### src/rtl/seq_detect_param.sv
// Parametrised serial sequence detector: compares the last N sampled bits with a
// run-time loadable pattern, emits a registered match pulse and counts matches.
module seq_detect_param #(
    parameter int           N       = 4,
    parameter logic [N-1:0] PATTERN = 4'b1101,
    parameter bit           OVERLAP = 1'b1,
    parameter int           CNT_W   = 8,
    localparam int          FILL_W  = $clog2(N + 1)
) (
    input  logic              clk,
    input  logic              rst_n,
    input  logic              en,
    input  logic              X,
    input  logic              load,
    input  logic [N-1:0]      pattern_in,
    input  logic              clr,
    output logic              Y,
    output logic [CNT_W-1:0]  match_count,
    output logic [FILL_W-1:0] fill
);

    localparam logic [FILL_W-1:0] FILL_FULL = FILL_W'(N);
    localparam logic [FILL_W-1:0] FILL_LAST = FILL_W'(N - 1);

    logic [N-1:0]      pat_q, pat_d;
    logic [N-1:0]      hist_q, hist_d;
    logic [FILL_W-1:0] fill_q, fill_d;
    logic              y_q, y_d;
    logic [CNT_W-1:0]  cnt_q, cnt_d;
    logic [N-1:0]      next_hist;
    logic              match;

    assign next_hist = {hist_q[N-2:0], X};

    always_comb begin
        pat_d  = pat_q;
        hist_d = hist_q;
        fill_d = fill_q;
        y_d    = 1'b0;
        cnt_d  = cnt_q;
        match  = 1'b0;

        if (load) begin
            pat_d  = pattern_in;
            hist_d = '0;
            fill_d = '0;
        end else if (en) begin
            hist_d = next_hist;
            // hist bits older than fill are stale, so only a full window may match
            match  = (fill_q >= FILL_LAST) && (next_hist == pat_q);
            y_d    = match;
            if (match && !OVERLAP) begin
                fill_d = '0;
            end else if (fill_q != FILL_FULL) begin
                fill_d = fill_q + 1'b1;
            end
        end

        if (clr) begin
            cnt_d = '0;
        end else if (match && (cnt_q != {CNT_W{1'b1}})) begin
            cnt_d = cnt_q + 1'b1;
        end
    end

    always_ff @(posedge clk) begin
        if (!rst_n) begin
            pat_q  <= PATTERN;
            hist_q <= '0;
            fill_q <= '0;
            y_q    <= 1'b0;
            cnt_q  <= '0;
        end else begin
            pat_q  <= pat_d;
            hist_q <= hist_d;
            fill_q <= fill_d;
            y_q    <= y_d;
            cnt_q  <= cnt_d;
        end
    end

    assign Y           = y_q;
    assign match_count = cnt_q;
    assign fill        = fill_q;

endmodule

### config.mk
export PLATFORM = sky130hd
export DESIGN_NAME = seq_detect_param
export DESIGN_NICKNAME = d
export VERILOG_FILES = /design/src/rtl/seq_detect_param.sv
export SDC_FILE = /design/constraint.sdc
export NUM_CORES = 1
export LEC_CHECK = 0
export CAP_MARGIN = 20
export CORE_MARGIN = 2
export CORE_UTILIZATION = 35
export CTS_CLUSTER_SIZE = 25
export DETAILED_ROUTE_END_ITERATION = 6
export DONT_BUFFER_PORTS = 1
export PLACE_DENSITY = 0.58
export SLEW_MARGIN = 20
export SYNTH_ARGS = -nofsm -noshare
export SYNTH_HDL_FRONTEND = slang
export SYNTH_SLANG_ARGS = --single-unit
### constraint.sdc
create_clock -name clk -period 2.6 [get_ports clk]
set_input_delay 0.39 -clock clk [delete_from_list [all_inputs] [get_ports clk]]
set_output_delay 0.39 -clock clk [all_outputs]
set_load 0.01 [all_outputs]
==> results of run 1 <==
## layout make-up
type                    count  area share, %
well taps                  31           3.88
clock buffers               4           2.63
multi-input cells          77           53.1
flip-flops and latches     19           38.1
inverters                   6           2.26
## worst max-delay path by stage
| stage | end | slack, ns | depth (start not counted) |
|---|---|---|---|
| CTS | match_count[4] | 0.62 | 6 |
| global placement | match_count[4] | 0.69 | 6 |
| detailed placement | match_count[4] | 0.64 | 6 |
| floorplan | match_count[3] | 0.66 | 6 |
| global route | match_count[4] | 0.50 | 6 |
| finish | match_count[4] | 0.63 | 6 |
## cells by family (layout without fill, tap and decap cells)
group,Yosys count,after routing
flip-flops,19,19
AND/OR/NAND/NOR,40,40
multiplexers,8,8
XOR/XNOR,5,5
adder cells (fa/ha/maj),4,4
AO/OA/AOI/OAI,20,20
buffers and inverters,10,10
## state kept, by name, summed over array words and instances (netlist names)
| name | flops |
|---|---|
| match_count | 8 |
| pat_q | 4 |
| Y | 1 |
| fill | 3 |
| hist_q | 3 |
## power by group
part | total (mW) | internal (mW) | leakage, nW | switching [mW]
Clock | 0.144 | 0.0595 | 0.0150 | 0.0848
Sequential | 0.302 | 0.296 | 0.154 | 0.00566
Combinational | 0.0263 | 0.0137 | 0.190 | 0.0126
Total | 0.473 | 0.370 | 0.359 | 0.103
## worst max-delay path, delay by kind of cell (launching register included)
kind | cells | cell delay, ns
fa+ha+maj | 2 | 0.35
flops | 1 | 0.46
compound gates | 3 | 0.62
simple gates | 1 | 0.48
## routing by layer
layer  GRT usage [%]  vias up  routed length, um
met5               0        -                  0
met1            15.7      323                845
met2            16.9       19                809
met4            4.98        0                 20
met3            3.69        2                117
li1                -      383                  -
## Yosys cell counts, drive strengths merged, types with 2 or more instances
| master | count |
|---|---|
| ha | 4 |
| nor2b | 3 |
| buf | 4 |
| and3 | 3 |
| nand2b | 5 |
| nor4 | 2 |
| a31oi | 2 |
| nand3 | 3 |
| xor2 | 4 |
| nor2 | 9 |
| o21a | 2 |
| dfxtp | 19 |
| or4 | 4 |
| nor3 | 2 |
| mux2i | 8 |
| nand2 | 6 |
| o31ai | 3 |
| a21oi | 6 |
| a211oi | 2 |
| o21ai | 2 |
| inv | 6 |
==> flow_summary_export.csv, run 1 <==
group,metric,value,unit
outcome,run_status,"finished, final reports clean",
timing,fin_setup_tns,0,ns
drt,route.final.wire_length,1790,um
synthesis,ys_async_sr_fraction,0,%
timing,timing.slew.headroom,66.7,%
clock_network,clk_transition_reported_paths,0.10,ns
worst_setup_path,crit_path_max_incr_delay,0.48,ns
synthesis,post_synth.cell_area_avg,9.20,um^2
timing,fin_hold_ws,0.160,ns
worst_setup_path,worst_r2r_path_cells,6,
synthesis,yosys_most_used_dff,"sky130_fd_sc_hd__dfxtp_1",
placed_design,dp_worst_setup_slack,0.637,ns
layout,total_of_fill_cells_in_the_finished_design,298,
timing,worst-slew-pin-transition,0.496,ns
synthesis,synth_top_area_cell,"sky130_fd_sc_hd__dfxtp_1",
synthesis,synthSimpleGateAreaFrac,23.1,%
worst_setup_path,cell_repeated_most_along_the_worst_path,"sky130_fd_sc_hd__ha_1",
global_routing,largest_net_degree_at_the_start_of_global_routing,13,
hold_path,hold_path.class,"primary input to flip-flop",
timing,rsz0062_at_grt,"no",
hold_path,worst_hold_startpoint,"rst_n",
synthesis,synth_cells,106,
layout,layout.cells.most_common,"sky130_fd_sc_hd__dfxtp_1",
pwr,leakage_component_of_the_power,0.359,nW
die,fp.dieH,56.8,um
worst_setup_path,timing.critical_path.slowest_stage_cell,"sky130_fd_sc_hd__or4_1",
synthesis,synth_fp_nets,120,
placed_design,placement.cell_area,972,um^2
timing,setup_violations,0,
clock_network,post-cts-setup-buffer-count,0,
drt,detail_route.wl_per_cell,13.1,um
layout,final_layout_size_suffix_gt1_share,5.66,%
synthesis,yosys_register_bits,19,
worst_setup_path,critPathLaunch,"fill[0]",
layout,num-nets-final,121,
flow_run,max_cap_violations,0,
drt,viasPerCell,5.31,
placed_design,dp_cells,133,
synthesis,synth.yosys.seq_area_share,39.0,%
die,die-area,3220,um^2
pwr,p_per_area,473,nW/um^2
layout,fin_util,36.8,%
synthesis,synth_compound_gate_area_share,13.5,%
global_routing,grtUsageTotal,11.6,%
global_routing,grt_first_pass_wirelength,2930,um
synthesis,syn_area,975,um^2
worst_setup_path,cp.required,2.82,ns
layout,antenna_cells_inserted,0,
clock_network,cts.sink_count,19,
clock_network,cts_buffers,3,
global_routing,grt_remaining_overflow,0,
clock_network,cts-root-buf,"sky130_fd_sc_hd__clkbuf_4",
placed_design,placement.io_buffers,0,
worst_setup_path,critPathCaptureType,"flip-flop",
pwr,worst_ir_drop_vdd,253,uV
die,num_io_pins,22,
clock_network,cts_tree,"done",
layout,most_frequent_cells_in_the_layout,"19 x sky130_fd_sc_hd__dfxtp_1, 9 x sky130_fd_sc_hd__nor2_1, 8 x sky130_fd_sc_hd__mux2i_1",
drt,detail_route.first_pass.iterations,4,
clock_network,insertion_delay,0.28,ns
placed_design,gp_routability_congestion,0.792,
worst_setup_path,rrSetupSlack,0.63,ns
pwr,design_power_total,473,uW
timing,skew,0.00127,ns
worst_setup_path,startpoint_type,"flip-flop",
global_routing,via_count_of_the_first_global_routing_pass,655,
drt,first_iter_violations,9,
drt,drc_violations,0,
worst_setup_path,crit-reg2reg-launch,"fill[0]",
clock_network,clock_path_buffers,2,
placed_design,detailedPlacementHpwl,1390,um
worst_setup_path,crit_path_cell_trace,"ha_1 -> ha_1 -> a211oi_1 -> a211o_2 -> or4_1 -> a21oi_1",
timing,timing.final.crit_period,1.97,ns
layout,sequential_cell_area,380,um^2
synthesis,netlist.area_leader.share,39.0,%
synthesis,adder_cell_area_share_of_the_yosys_netlist,5.13,%
clock_network,clock_tree.htree_level_count,1,
worst_setup_path,critical_path.max_fanout,11,
drt,via_count,727,
clock_network,cts_repair_resize_count,0,
die,initial_core_util,36.0,%
timing,layout_worst_path_cycle_share,75.6,%
drt,detail-route-antenna-nets,0,
timing,slew_viol_final,0,
synthesis,muxShareOfSynthArea,8.22,%
worst_setup_path,r2r_end,"match_count[4]",
layout,area_of_the_multi_input_gates,531,um^2
die,placeableCoreArea,2710,um^2
timing,timing.fmax,509,MHz
synthesis,synth_xor_area_share,4.49,%
hold_path,worstHoldEndpoint,"pat_q[2]",
worst_setup_path,criticalPathCategory,"flip-flop to flip-flop",
hold_path,min_path_cells,1,
global_routing,grt_antenna_before_repair,0,
synthesis,synth.area.top_cells,"sky130_fd_sc_hd__dfxtp_1 39%, sky130_fd_sc_hd__mux2i_1 8.2%, sky130_fd_sc_hd__ha_1 5.1%, sky130_fd_sc_hd__xor2_1 3.6%, sky130_fd_sc_hd__nor2_1 3.5%",
timing,hold_viol,0,
clock_network,cts_hold_repair.buffers,0,
layout,area_growth,2.44,%
synthesis,main_combinational_cell_family_by_area_after_synthesis,"simple AND/OR/NAND/NOR gates",
layout,layout.cell_area.non_filler,998,um^2
worst_setup_path,crit_arrival,2.19,ns
timing,final.setup.worst_slack,0.634,ns
synthesis,synth_warnings,0,
synthesis,synth_edf_count,0,
die,die_width,56.8,um
synthesis,netlist-cell-type-count,31,
layout,finalNonFillerCells,137,
die,floorplan.rows,19,
Note: power is estimated with default switching activity, not from simulation.
==> run 2, diff against run 1 <==
==> constraint.sdc (replaced) <==
create_clock -name clk -period 1.9 [get_ports clk]
set_input_delay 0.285 -clock clk [delete_from_list [all_inputs] [get_ports clk]]
set_output_delay 0.285 -clock clk [all_outputs]
set_load 0.01 [all_outputs]
==> run 2 against run 1 <==
  * Die area is the same
  * Clock skew grew 0.0022 ns
  * Non-clock buffer count grew 11
  * First-iteration DRC count grew 44%
  * Clock power grew 46%
  * Global-route usage grew 2.2 points
  * Maximum frequency grew 6.8%
  * Critical path depth shrank 2
  * Combinational power grew 59%
  * Cell count grew 8.0%
  * Hold slack lost 0.12 ns
  * Critical endpoint unchanged
==> flow_summary_export.csv, run 2 (synthesis gave the netlist of run 1 again) <==
group,metric,value,unit
clock_network,cts_buffers,3,
global_routing,grt_first_pass_wirelength,3380,um
clock_network,clock_path_buffers,2,
drt,detail_route.wl_per_cell,13.4,um
die,floorplan.rows,19,
timing,timing.fmax,543,MHz
pwr,design_power_total,663,uW
global_routing,grt_antenna_before_repair,0,
layout,area_of_the_multi_input_gates,538,um^2
pwr,worst_ir_drop_vdd,367,uV
layout,most_frequent_cells_in_the_layout,"19 x sky130_fd_sc_hd__dfxtp_1, 11 x sky130_fd_sc_hd__buf_4, 9 x sky130_fd_sc_hd__nor2_1, 8 x sky130_fd_sc_hd__mux2i_1",
worst_setup_path,crit_arrival,2.08,ns
timing,fin_hold_ws,0.0387,ns
clock_network,cts-root-buf,"sky130_fd_sc_hd__clkbuf_4",
pwr,seq_power_share,62.0,%
layout,largest_register_ff_count,8,
clock_network,cts_tree,"done",
clock_network,clock_tree.htree_level_count,1,
timing,setup_violations,0,
timing,timing.slew.headroom,68.0,%
placed_design,placement.io_buffers,0,
pwr,combinational_share_of_power,6.3,%
clock_network,cts.sink_count,19,
drt,drc_violations,0,
worst_setup_path,critical_path.max_fanout,10,
die,placeableCoreArea,2710,um^2
timing,hold_viol,0,
placed_design,gp_routability_congestion,0.845,
global_routing,grt_remaining_overflow,0,
layout,layout.cells.most_common,"sky130_fd_sc_hd__dfxtp_1",
worst_setup_path,startpoint_type,"flip-flop",
layout,antenna_cells_inserted,0,
worst_setup_path,worst_r2r_path_cells,4,
timing,rsz0062_at_grt,"no",
die,die-area,3220,um^2
worst_setup_path,timing.critical_path.slowest_stage_cell,"sky130_fd_sc_hd__or4_4",
global_routing,via_count_of_the_first_global_routing_pass,764,
pwr,intPower,507,uW
placed_design,dp_cells,143,
drt,detail_route.first_pass.iterations,4,
global_routing,grtUsageTotal,13.8,%
die,fp.dieH,56.8,um
pwr,fraction_of_power_spent_switching_nets,23.6,%
placed_design,detailedPlacementHpwl,1600,um
worst_setup_path,crit_path_cell_trace,"xor2_1 -> or4_4 -> or4_1 -> a21oi_1",
drt,viasPerCell,5.18,
worst_setup_path,cp.required,2.14,ns
outcome,run_status,"finished, final reports clean",
global_routing,largest_net_degree_at_the_start_of_global_routing,13,
timing,fin_setup_tns,0,ns
timing,layout_worst_path_cycle_share,96.9,%
layout,area_growth,12.1,%
die,die_width,56.8,um
drt,detail-route-antenna-nets,0,
layout,total_of_fill_cells_in_the_finished_design,291,
timing,worst-slew-pin-transition,0.477,ns
clock_network,cts_hold_repair.buffers,0,
timing,skew,0.00348,ns
pwr,p_clk_share,31.7,%
hold_path,min_path_cells,1,
flow_run,max_cap_violations,0,
pwr,power.switching,157,uW
layout,final_layout_size_suffix_gt1_share,15.4,%
drt,route.final.wire_length,1980,um
drt,first_iter_violations,13,
layout,finalNonFillerCells,148,
timing,timing.final.crit_period,1.84,ns
worst_setup_path,crit_path_max_incr_delay,0.58,ns
die,num_io_pins,22,
layout,num-nets-final,132,
worst_setup_path,criticalPathCategory,"flip-flop to flip-flop",
pwr,p_per_area,607,nW/um^2
hold_path,hold_path.class,"primary input to flip-flop",
worst_setup_path,critPathCaptureType,"flip-flop",
die,initial_core_util,36.0,%
drt,via_count,766,
clock_network,insertion_delay,0.30,ns
clock_network,clk_transition_reported_paths,0.11,ns
pwr,leakage_component_of_the_power,0.417,nW
layout,sequential_cell_area,380,um^2
timing,slew_viol_final,0,
[run 2: cell count changes in the layout (fill, tap and decap cells not counted), sizes merged]
cell,change
buf,+11
clkbuf,-1
clkinvlp,+1
[run 2: worst paths after layout]
check | from | to | slack (ns)
worst min-delay path | rst_n | pat_q[0] | 0.04
worst max-delay path | hist_q[2] | match_count[4] | 0.06
worst min register to register | pat_q[3] | pat_q[3] | 0.51
worst max register to register | hist_q[2] | match_count[4] | 0.06
[run 2: worst max-delay path, delay by kind of cell, from the launching register on]
kind | cells | cell delay, ns
flops | 1 | 0.34
simple gates | 2 | 1.11
xor+xnor | 1 | 0.18
compound gates | 1 | 0.15
[run 2: what timing repair did]
item	CTS	global route
setup endpoints to repair	0	3
resized for setup	0	1
setup buffers	0	1
[run 2: power groups by stage]
stage	Clock [mW]	Combinational (mW)	Sequential, mW
after floorplan	0	0.0404	0.421
after CTS	0.226	0.0417	0.411
after global routing	0.245	0.0478	0.413
after global placement	0	0.0399	0.420
final	0.210	0.0419	0.411
after detailed placement	0	0.0415	0.420
[run 2: layout make-up]
cell class / instances / area share (%)
clock inverter: 1 / 0.687
multi-input combinational: 77 / 49.3
timing repair buffer: 11 / 7.56
inverter: 6 / 2.06
tap: 31 / 3.55
clock buffer: 3 / 2.06
sequential: 19 / 34.8
[run 2: per-stage QoR]
stage	utilization (%)	cell area, um^2	setup slack [ns]
3_5_place_dp	38.6	1050	0.0794
6_report	40.3	1090	0.0588
3_3_place_gp	38.6	1050	0.101
4_1_cts	39.8	1080	0.0359
2_1_floorplan	-	975	0.0632
5_1_grt	40.3	1090	0.000831
[run 2: routing by layer]
metal	vias to the layer above	global-route usage [%]	wire length (um)
met5	-	0	0
met3	2	4.15	128
met4	0	7.64	19
met1	345	16.5	832
met2	20	22.1	1000
li1	399	-	-
